===== config.mk =====
export PLATFORM = sky130hd
export DESIGN_NAME = mvb_crc_gen
export DESIGN_NICKNAME = d
export VERILOG_FILES = /design/src/rtl/mvb_pkg.sv /design/src/rtl/mvb_crc_reg.sv /design/src/rtl/mvb_crc_gen.sv
export SDC_FILE = /design/constraint.sdc
export NUM_CORES = 1
export LEC_CHECK = 0
export CORE_MARGIN = 3
export CORE_UTILIZATION = 43
export CTS_BUF_LIST = sky130_fd_sc_hd__clkbuf_2
export DETAILED_ROUTE_END_ITERATION = 16
export GPL_ROUTABILITY_DRIVEN = 1
export PLACE_DENSITY = 0.61
export SYNTH_ARGS = -nofsm -noshare
export SYNTH_HDL_FRONTEND = slang
export SYNTH_SLANG_ARGS = --single-unit

===== constraint.sdc =====
create_clock -name clk_3M -period 3.75 [get_ports clk_3M]
set_input_delay 0.75 -clock clk_3M [delete_from_list [all_inputs] [get_ports clk_3M]]
set_output_delay 0.75 -clock clk_3M [all_outputs]
set_load 0.005 [all_outputs]

===== src/rtl/mvb_pkg.sv =====
// Shared MVB definitions: FSM state encoding, check-code width and the per-bit
// check-code update shared by the transmit generator and the receive checker.
package mvb_pkg;

    localparam int MVB_CRC_W = 8;

    typedef enum logic [1:0] {
        IDLE = 2'd0,
        DATA = 2'd1,
        CRC  = 2'd2
    } mvb_state_t;

    // Next check-code value after absorbing one serial bit d.
    // Bit 0 carries parity over the shifted-out register contents.
    function automatic logic [MVB_CRC_W-1:0] mvb_crc_next(
        input logic [MVB_CRC_W-1:0] crc,
        input logic                 d
    );
        logic                 fb;
        logic [MVB_CRC_W-1:0] n;
        fb   = crc[7] ^ d;
        n[1] = fb;
        n[2] = crc[1];
        n[3] = crc[2] ^ fb;
        n[4] = crc[3];
        n[5] = crc[4];
        n[6] = crc[5] ^ fb;
        n[7] = crc[6] ^ fb;
        n[0] = d ^ (^crc[7:1]) ^ fb;
        return n;
    endfunction

endpackage


===== src/rtl/mvb_crc_reg.sv =====
// 8-bit MVB check-code register: synchronous clear takes priority over a
// bit update; also exposes the code value that the current bit would produce.
import mvb_pkg::*;

module mvb_crc_reg (
    input  logic                 clk_3M,
    input  logic                 rst,
    input  logic                 i_clr,
    input  logic                 i_upd,
    input  logic                 i_d,
    output logic [MVB_CRC_W-1:0] o_crc_next
);

    logic [MVB_CRC_W-1:0] r_crc;
    logic [MVB_CRC_W-1:0] w_next;

    assign w_next     = mvb_crc_next(r_crc, i_d);
    assign o_crc_next = w_next;

    // Check-code register: clear at block end, update on each accepted bit
    always_ff @(posedge clk_3M) begin
        if (!rst) begin
            r_crc <= {MVB_CRC_W{1'b0}};
        end else if (i_clr) begin
            r_crc <= {MVB_CRC_W{1'b0}};
        end else if (i_upd) begin
            r_crc <= w_next;
        end else begin
            r_crc <= r_crc;
        end
    end

endmodule


===== src/rtl/mvb_crc_gen.sv =====
// MVB transmit check-sequence generator: passes frame bits through and appends
// an 8-bit code MSB first after each block and after the frame's last bit.
// Optional MVB_CRC_CNT_EN adds the crc_cnt count of emitted check sequences.
import mvb_pkg::*;

module mvb_crc_gen #(
    parameter int BLOCK_BITS = 64
) (
    input  logic        clk_3M,
    input  logic        rst,
    input  logic        data_valid,
    input  logic        data_in,
    input  logic        frame_end,
    output logic        data_ready,
    output logic        tx_valid,
    output logic        tx_bit,
    output logic        crc_phase,
    output logic        frame_done
`ifdef MVB_CRC_CNT_EN
    ,
    output logic [15:0] crc_cnt
`endif
);

    localparam logic [6:0] BLK_LAST = 7'(BLOCK_BITS - 1);

    mvb_state_t           r_state;
    logic [6:0]           r_bit_cnt;
    logic [2:0]           r_idx;
    logic [MVB_CRC_W-1:0] r_shift;
    logic                 r_eof;
    logic                 r_data_ready;
    logic                 r_tx_valid;
    logic                 r_tx_bit;
    logic                 r_crc_phase;
    logic                 r_frame_done;

    logic                 w_accept;
    logic                 w_block_end;
    logic [MVB_CRC_W-1:0] w_crc_next;

    assign w_accept    = data_valid && r_data_ready;
    assign w_block_end = frame_end || (r_bit_cnt == BLK_LAST);

    mvb_crc_reg u_crc_reg (
        .clk_3M     (clk_3M),
        .rst        (rst),
        .i_clr      (w_accept && w_block_end),
        .i_upd      (w_accept),
        .i_d        (data_in),
        .o_crc_next (w_crc_next)
    );

    // Frame FSM: pass data bits, then shift out the latched code
    always_ff @(posedge clk_3M) begin
        if (!rst) begin
            r_state      <= IDLE;
            r_bit_cnt    <= 7'd0;
            r_idx        <= 3'd0;
            r_shift      <= {MVB_CRC_W{1'b0}};
            r_eof        <= 1'b0;
            r_data_ready <= 1'b1;
            r_tx_valid   <= 1'b0;
            r_tx_bit     <= 1'b0;
            r_crc_phase  <= 1'b0;
            r_frame_done <= 1'b0;
        end else begin
            r_frame_done <= 1'b0;
            case (r_state)
                IDLE, DATA: begin
                    if (w_accept) begin
                        r_tx_valid  <= 1'b1;
                        r_tx_bit    <= data_in;
                        r_crc_phase <= 1'b0;
                        if (w_block_end) begin
                            r_shift      <= w_crc_next;
                            r_eof        <= frame_end;
                            r_bit_cnt    <= 7'd0;
                            r_idx        <= 3'd0;
                            r_data_ready <= 1'b0;
                            r_state      <= CRC;
                        end else begin
                            r_bit_cnt <= r_bit_cnt + 7'd1;
                            r_state   <= DATA;
                        end
                    end else begin
                        r_tx_valid  <= 1'b0;
                        r_crc_phase <= 1'b0;
                    end
                end
                CRC: begin
                    r_tx_valid  <= 1'b1;
                    r_crc_phase <= 1'b1;
                    r_tx_bit    <= r_shift[7];
                    r_shift     <= {r_shift[6:0], 1'b0};
                    r_idx       <= r_idx + 3'd1;
                    if (r_idx == 3'd7) begin
                        r_data_ready <= 1'b1;
                        r_frame_done <= r_eof;
                        r_state      <= r_eof ? IDLE : DATA;
                    end else begin
                        r_state <= CRC;
                    end
                end
                default: begin
                    r_state      <= IDLE;
                    r_data_ready <= 1'b1;
                    r_tx_valid   <= 1'b0;
                    r_crc_phase  <= 1'b0;
                end
            endcase
        end
    end

    assign data_ready = r_data_ready;
    assign tx_valid   = r_tx_valid;
    assign tx_bit     = r_tx_bit;
    assign crc_phase  = r_crc_phase;
    assign frame_done = r_frame_done;

`ifdef MVB_CRC_CNT_EN
    logic [15:0] r_crc_cnt;

    // Count check sequences, advancing with each 8th check bit
    always_ff @(posedge clk_3M) begin
        if (!rst) begin
            r_crc_cnt <= 16'd0;
        end else if (r_state == CRC && r_idx == 3'd7) begin
            r_crc_cnt <= r_crc_cnt + 16'd1;
        end else begin
            r_crc_cnt <= r_crc_cnt;
        end
    end

    assign crc_cnt = r_crc_cnt;
`endif

endmodule

# [After elaboration in Yosys (flattened, before gate mapping)]
# Index checks and enable logic that the tools add are counted.
[op_classes] add_sub_neg=2 multipliers=0 div_mod_pow=0 n_lt_le_gt_ge=0 n_eq_ne=7 shift=0 n_mux=21 n_bitwise=7 reduce_logical=14
[ops] op="$mux 8" n=2
[ops] op="$pmux 8 s2" n=1
[ops] op="$reduce_and 3->1" n=4
[ops] op="$add 7x1->7 const B" n=1
[ops] op="$eq 7x6->1 const B" n=1
[ops] op="$mux 1" n=7
[ops] op="$mux 7" n=1
[ops] op="$reduce_xor 7->1" n=1
[ops] op="$mux 2" n=3
[ops] op="$mux 3" n=2
[ops] op="$ne 2x2->1 const B" n=3
[ops] op="$pmux 1 s2" n=3
[ops] op="$pmux 3 s2" n=1
[ops] op="$xor 1x1->1" n=6
[ops] op="$pmux 2 s2" n=1
[ops] op="$reduce_and 2->1" n=2
[ops] op="$reduce_or 2->1" n=2
[ops] op="$add 3x1->3 const B" n=1
[ops] op="$eq 3x3->1 const B" n=1
[ops] op="$eq 2x1->1 const B" n=1
[ops] op="$eq 2x2->1 const B" n=1
[ops] op="$logic_and 1x1->1" n=2
[ops] op="$logic_not 2->1" n=1
[ops] op="$reduce_bool 2->1" n=1
[ops] op="2 further kinds" n=2
[totals] regBits=34 latch_bits=0 mem_bits_rw=0 romBits=0 inputBits=5 out_inout_bits=5 word_cells=62 memories=0

# [Longest topological paths before layout]
# Gate-level depths: netlist (run 1).
[logic_depth] word_depth=6 ltp_mapped=6 depth_no_buf=5

# [Cells and area by module]
# A second synthesis (run 1) with hierarchy kept.
[hier_totals] hier_cells=169 area_unflattened_um2=1611.5
[modules_own_cells] module="mvb_crc_gen" instances=1 cells_each=128 area_per_inst_um2=1222.4 seq_area_each_um2=520.5
[modules_own_cells] module="mvb_crc_reg" instances=1 cells_each=41 area_per_inst_um2=389.1 seq_area_each_um2=140.1

# [Least setup slack after synthesis (run 1)]
# Ideal clock, no wire load.
[synth_timing] kind="in2reg" from="in data_in" to="reg r_shift[1]" setup_time_ns=0.122 t_arrival_ns=1.585 t_required_ns=3.628 setup_slack_ns=2.044 stages=3 n_path_buf=0 path_cell_list="xnor2_1 > o211ai_1 > o311a_1"
[synth_via] elab_chain_len=4
[synth_lines] item="from (decl)" line_no="mvb_crc_gen.sv:12" rtl="input logic data_in,"
[synth_lines] item="$xor 1x1->1" line_no="mvb_pkg.sv:21" rtl="fb = crc[7] ^ d;"
[synth_lines] item="$mux 8" line_no="mvb_crc_gen.sv:75" rtl="if (w_block_end) begin"
[synth_lines] item="$mux 8" line_no="mvb_crc_gen.sv:71" rtl="if (w_accept) begin"
[synth_lines] item="$pmux 8 s2" line_no="mvb_crc_gen.sv:69" rtl="case (r_state)"
[synth_lines] item="to (signal assigned)" line_no="mvb_crc_gen.sv:60" rtl="r_shift <= {MVB_CRC_W{1'b0}};"
[synth_lines] item="to (signal assigned)" line_no="mvb_crc_gen.sv:76" rtl="r_shift <= w_crc_next;"
[synth_lines] item="to (signal assigned)" line_no="mvb_crc_gen.sv:95" rtl="r_shift <= {r_shift[6:0], 1'b0};"
[synth_lines] item="to (decl)" line_no="mvb_crc_gen.sv:30" rtl="logic [MVB_CRC_W-1:0] r_shift;"
# Every way passes these cells. The select of a mux whose other input is x is not followed.
# A chain may end at the register's enable or synchronous reset.

# [Final worst setup path (run 1)]
[layout_timing] from="in data_valid" to="reg r_bit_cnt[0]"
[layout_via] elab_chain_len=2
[layout_lines] item="from (decl)" line_no="mvb_crc_gen.sv:11" rtl="input logic data_valid,"
[layout_lines] item="$logic_and 1x1->1" line_no="mvb_crc_gen.sv:42" rtl="assign w_accept = data_valid && r_data_ready;"
[layout_lines] item="$reduce_and 2->1 (no source line)"
[layout_lines] item="to (signal assigned)" line_no="mvb_crc_gen.sv:83" rtl="r_bit_cnt <= r_bit_cnt + 7'd1;"
[layout_lines] item="to (decl)" line_no="mvb_crc_gen.sv:28" rtl="logic [6:0] r_bit_cnt;"
# Every way passes these cells.

==> flow_metrics.tcl, run 1 <==
set metrics [dict create \
    status "complete, no violations" \
    rows 21 \
    postLayoutCellArea_sq_um 1760 \
    num_vias 1301 \
    power.share.clock 0.385 \
    seq_area_frac_synth 0.419 \
    die_x_um 66.6 \
    fmax_ghz 0.455 \
    ant_nets 0 \
    grt_pass1_vias 1191 \
    drt-total-wl_mm 3.30 \
    dieArea_sq_um 4430 \
    synthFlopType "dfxtp_1" \
    dp.final_hpwl_mm 2.24 \
    numCtsBuffers 5 \
    syn_inst 177 \
    fin_crit_ns 2.20 \
    num_antenna_cells 0 \
    drt-initial-drc-count 59 \
    num_io_pins 10 \
    peakVddDrop_mv 0.219 \
    drv_slew 0 \
    clock_skew_ns 0.0138 \
    crit_path_start_kind "input port" \
    p_seq_frac 0.482 \
    synth_edf_count 0 \
    fin_ws_ns 1.55 \
    synthTopCellsByArea "dfxtp_1, xnor2_1, nand2_1, a21boi_0, o21ai_0" \
    maxCapViolCount 0 \
    power.switching_uw 202 \
    clock_latency_ns 0.38 \
    cts_tree "done" \
    synth_area_leader_cell "dfxtp_1" \
    gr-total-overflow 0 \
    criticalPathCategory "in -> reg" \
    dpl_cell_area_sq_um 1670 \
    worstPathRequired_ns 4.07 \
    grt_first_pass_wirelength_mm 5.66 \
    grt_start_max_net_pins 30 \
    cts.path.max_buffers 2 \
    synthArstFlopShare 0 \
    syn-num-nets 185 \
    tns_ns 0 \
    grt_use_total 0.171 \
    cts_hold_buf 0 \
    area_growth_pct 11.6 \
    fillers 328 \
    relSlewSlack 0.354 \
    nNetsFinal 190 \
    post-place-ws_ns 1.16 \
    leakagePower_uw 0.000652 \
    synth_seq_cells 33 \
    core_area_sq_um 3440 \
    cp_max_fo 22 \
    pwr-share-comb 0.133 \
    clockRootBuffer "clkbuf_2" \
    firstDrtPassIters 5 \
    crit_path_end_kind "flop" \
    drc_errors 0 \
    die_h_um 66.6 \
    cts_setup_buffers 0 \
    p_int_uw 593 \
    clk_pin_slew_ns 0.18 \
    p_per_area_nw_per_um2 452 \
    rsz0062_at_grt "false" \
    start_util 0.458 \
    synth_top_area_share 0.419 \
    hp-class "reg -> reg" \
    fin_hold_ws_ns 0.489 \
    hold_violations 0 \
    via_per_inst 5.68 \
    place_congestion 0.747 \
    setup_violations 0 \
    synth.avg_cell_area_sq_um 8.91 \
    p_total_uw 795 \
    synth_cell_types 41 \
    antenna_found_initial 0 \
    yosysMostFrequentCell "dfxtp_1" \
    sw_frac_of_total 0.254 \
    critPathArrivalTime_ns 2.52 \
    clock_sinks 33 \
    ctsResizeCount 0 \
    fin_crit_sh 0.586 \
    yosysWarningCount 0 \
    worst_pin_slew_ns 0.966 \
    cts_max_level 2 \
    wl_per_cell_um 14.4 \
    io_buffers 9 \
    drive_gt1_frac 0.0710 \
    synth.top_cells.by_count "dfxtp_1, nand2_1, xnor2_1" \
    netlist_area_sq_um 1580 \
]
-- worst max-delay path, stage by stage --
cell and delay (ns):
clkdlybuf4s50_1 0.52, nand3b_1 0.56, or3_1 0.54, a21boi_0 0.14
-- cell type report --
class | instances | area [sq um] | share of cell area
sequential | 33 | 661 | 0.376
clock buffer | 5 | 25.0 | 0.0142
inverter | 1 | 3.75 | 0.00213
tap | 46 | 57.6 | 0.0327
clock inverter | 3 | 65.1 | 0.0370
timing repair buffer | 9 | 90.1 | 0.0512
multi-input combinational | 132 | 857 | 0.487
-- metrics by stage --
| stage | cells | utilization |
|---|---|---|
| 5_1_grt | 229 | 0.511 |
| 2_1_floorplan | 177 | - |
| 3_5_place_dp | 221 | 0.485 |
| 6_report | 229 | 0.511 |
| 4_1_cts | 229 | 0.511 |
| 3_3_place_gp | 221 | 0.485 |
-- state kept, by name, summed over array words and instances, names as in the netlist --
register         cells
tx_valid             1
tx_bit               1
r_bit_cnt            7
frame_done           1
r_idx                3
u_crc_reg.r_crc      7
r_eof                1
crc_phase            1
r_shift              8
data_ready           1
r_state              2
-- cells in the final DEF, fill, tap and decap left out, drive strengths merged --
master and instances:
dfxtp 33, nand2 24, o21ai 14, xnor2 13
a21oi 9, clkdlybuf4s50 9, nand3 9, a21boi 9
nor2 6, o211ai 5, clkbuf 5, o211a 4
and3 4, nor2b 3, a31oi 3, nor3b 3
and2 3, ha 3, o31a 2, mux2i 2
o21a 2, nand4 2, bufinv 2, o22ai 2
inv 1, o31ai 1, and3b 1, nand3b 1
nand2b 1, o311a 1, nor3 1, o41ai 1
a22oi 1, or3 1, a211oi 1, clkinv 1
-- path summary, 6_finish.rpt --
kind	from	to	slack [ns]	depth (start not counted)
setup / recovery	data_valid	r_bit_cnt[0]	1.55	4
setup reg to reg	r_bit_cnt[0]	u_crc_reg.r_crc[1]	1.93	5
hold reg to reg	r_shift[4]	r_shift[4]	0.49	2
hold / removal	r_shift[4]	r_shift[4]	0.49	2
-- cell families after synthesis --
kind of cell	after synthesis	synth area share
AND/OR/NAND/NOR	59	0.188
AO/OA/AOI/OAI	55	0.247
flip-flops	33	0.419
XOR/XNOR	13	0.0722
buffers and inverters	12	0.0373
adder cells (fa/ha/maj)	3	0.0238
multiplexers	2	0.0127
-- power by group through the flow --
stage	Sequential (uW)	Combinational, uW	Clock (uW)
floorplan	388	80.4	0
global placement	390	104	0
detailed placement	391	106	0
CTS	383	106	311
global route	386	118	329
finish	383	105	306
-- metal layers --
layer  routed length [um]  track usage  vias up
li1                     -            -      645
met1                 1540        0.212      618
met2                 1530        0.267       33
met3                  182       0.0556        5
met4                   56       0.0736        0
met5                    0            0        -
(Power assumes the default switching activity.)
==> run 2: changes to the inputs <==
--- a/config.mk
+++ b/config.mk
@@ -10,7 +10,7 @@
 export CTS_BUF_LIST = sky130_fd_sc_hd__clkbuf_2
 export DETAILED_ROUTE_END_ITERATION = 16
 export GPL_ROUTABILITY_DRIVEN = 1
-export PLACE_DENSITY = 0.61
+export PLACE_DENSITY = 0.63
 export SYNTH_ARGS = -nofsm -noshare
 export SYNTH_HDL_FRONTEND = slang
 export SYNTH_SLANG_ARGS = --single-unit
==> constraint.sdc (replaced) <==
create_clock -name clk_3M -period 1.9 [get_ports clk_3M]
set_input_delay 0.38 -clock clk_3M [delete_from_list [all_inputs] [get_ports clk_3M]]
set_output_delay 0.38 -clock clk_3M [all_outputs]
set_load 0.005 [all_outputs]
==> flow_metrics.tcl, run 2 (synthesized netlist as in run 1, its figures left out) <==
set metrics [dict create \
    num_antenna_cells 0 \
    cts_tree "done" \
    setup_violations 0 \
    fmax_ghz 0.563 \
    grt_start_max_net_pins 30 \
    antenna_found_initial 0 \
    die_x_um 66.6 \
    r2r_cells 6 \
    status "complete, no violations" \
    clockRootBuffer "clkbuf_2" \
    criticalPathCategory "reg -> reg" \
    grt_pass1_vias 1291 \
    min_from "r_shift[5]" \
    drt-total-wl_mm 3.42 \
    rows 21 \
    nNetsFinal 198 \
    crit_path_end_kind "flop" \
    firstDrtPassIters 4 \
    grt_use_total 0.174 \
    ant_nets 0 \
    holdPathStages 2 \
    worstPathRequired_ns 2.13 \
    cp_slowest_cell "dfxtp_1" \
    rsz0062_at_grt "false" \
    fin_crit_sh 0.935 \
    wl_per_cell_um 14.4 \
    fillers 327 \
    pwr-share-comb 0.182 \
    final_cell_mix "dfxtp_1, nand2_1, xnor2_1" \
    cts.path.max_buffers 2 \
    grt_first_pass_wirelength_mm 5.80 \
    multiInputGateArea_sq_um 857 \
    fin_hold_ws_ns 0.495 \
    power.switching_uw 386 \
    tns_ns 0 \
    largest-register "r_shift" \
    clock_sinks 33 \
    clock_skew_ns 0.0281 \
    via_per_inst 5.54 \
    worst_pin_slew_ns 0.493 \
    numCtsBuffers 5 \
    num_vias 1312 \
    num_io_pins 10 \
    dp.final_hpwl_mm 2.39 \
    layout_commonest_cell "dfxtp_1" \
    die_h_um 66.6 \
    drt-initial-drc-count 95 \
    hold_violations 0 \
    sw_frac_of_total 0.292 \
    cts_max_level 2 \
    place_congestion 0.819 \
    gr-total-overflow 0 \
    drv_slew 0 \
    cts_hold_buf 0 \
    timing.rr.end "u_crc_reg.r_crc[3]" \
    clk_pin_slew_ns 0.18 \
    hp-class "reg -> reg" \
    io_buffers 9 \
    cp_max_fo 12 \
    critPathArrivalTime_ns 2.01 \
    reg2reg_slack_ns 0.12 \
    final-seq-area_sq_um 661 \
    largest_register_ffs 8 \
    power.share.clock 0.245 \
    leakagePower_uw 0.000685 \
    fin_crit_ns 1.78 \
    dpl_cell_area_sq_um 1770 \
    drive_gt1_frac 0.110 \
    p_seq_frac 0.573 \
    relSlewSlack 0.671 \
    min_to "r_shift[5]" \
    reg.largest.list "r_shift (8), r_bit_cnt (7), u_crc_reg.r_crc (7)" \
    cts_setup_buffers 0 \
    p_int_uw 937 \
    drc_errors 0 \
    clock_latency_ns 0.37 \
    peakVddDrop_mv 0.423 \
    area_growth_pct 14.6 \
    dieArea_sq_um 4430 \
    postLayoutCellArea_sq_um 1810 \
    ctsResizeCount 0 \
    p_per_area_nw_per_um2 732 \
    timing.rr.start "r_bit_cnt[0]" \
    final_util 0.525 \
    core_area_sq_um 3440 \
    crit_path_cell_trace "ha_1 -> nand3_2 -> o31a_1 -> buf_12 -> o21ai_2 -> a21oi_1" \
    maxCapViolCount 0 \
    start_util 0.458 \
    cpPeakStageDelay_ns 0.39 \
    crit_path_start_kind "flop" \
]
run 2: per-stage QoR:
stage | setup slack, ns | std cells | total power, uW
floorplan | 0.381 | 177 | 924
global placement | 0.0740 | 229 | 1010
detailed placement | 0.0297 | 229 | 1010
CTS | 0.128 | 237 | 1340
global route | 0.00768 | 237 | 1390
finish | 0.123 | 237 | 1320
run 2: power by group through the flow:
| stage | sequential (uW) | clock (uW) | combinational [uW] |
|---|---|---|---|
| 2_1_floorplan | 765 | 0 | 159 |
| 3_3_place_gp | 771 | 0 | 236 |
| 3_5_place_dp | 772 | 0 | 240 |
| 4_1_cts | 758 | 339 | 242 |
| 5_1_grt | 763 | 361 | 265 |
| 6_report | 758 | 323 | 241 |
run 2: layout make-up:
cell class                 instances  area share
multi-input combinational        132       0.474
tap                               46      0.0319
clock buffer                       6      0.0166
sequential                        33       0.366
timing repair buffer              17       0.104
clock inverter                     2     0.00554
inverter                           1     0.00208
run 2: worst max path at each step:
stage                       from                  to  slack (ns)  cells after the start
detailed placement     frame_end  u_crc_reg.r_crc[1]        0.03                      6
global route        r_bit_cnt[0]  u_crc_reg.r_crc[4]       0.008                      6
floorplan           r_bit_cnt[0]          r_state[0]        0.38                      5
finish              r_bit_cnt[0]  u_crc_reg.r_crc[3]        0.12                      6
CTS                 r_bit_cnt[0]  u_crc_reg.r_crc[3]        0.13                      6
global placement       frame_end  u_crc_reg.r_crc[1]        0.07                      6
run 2: routing by layer:
| layer | global-route usage | share of wire |
|---|---|---|
| met1 | 0.211 | 0.45 |
| met3 | 0.0405 | 0.051 |
| met5 | 0 | 0 |
| met2 | 0.300 | 0.49 |
| met4 | 0.0609 | 0.013 |
run 2: critical path: cells and delay by family (launching register included):
kind	cells	cell delay, ns
DFF	1	0.39
buffers and inverters	1	0.15
adders and majority gates	1	0.21
AOI/OAI and AO/OA	3	0.74
and+or+nand+nor	1	0.16
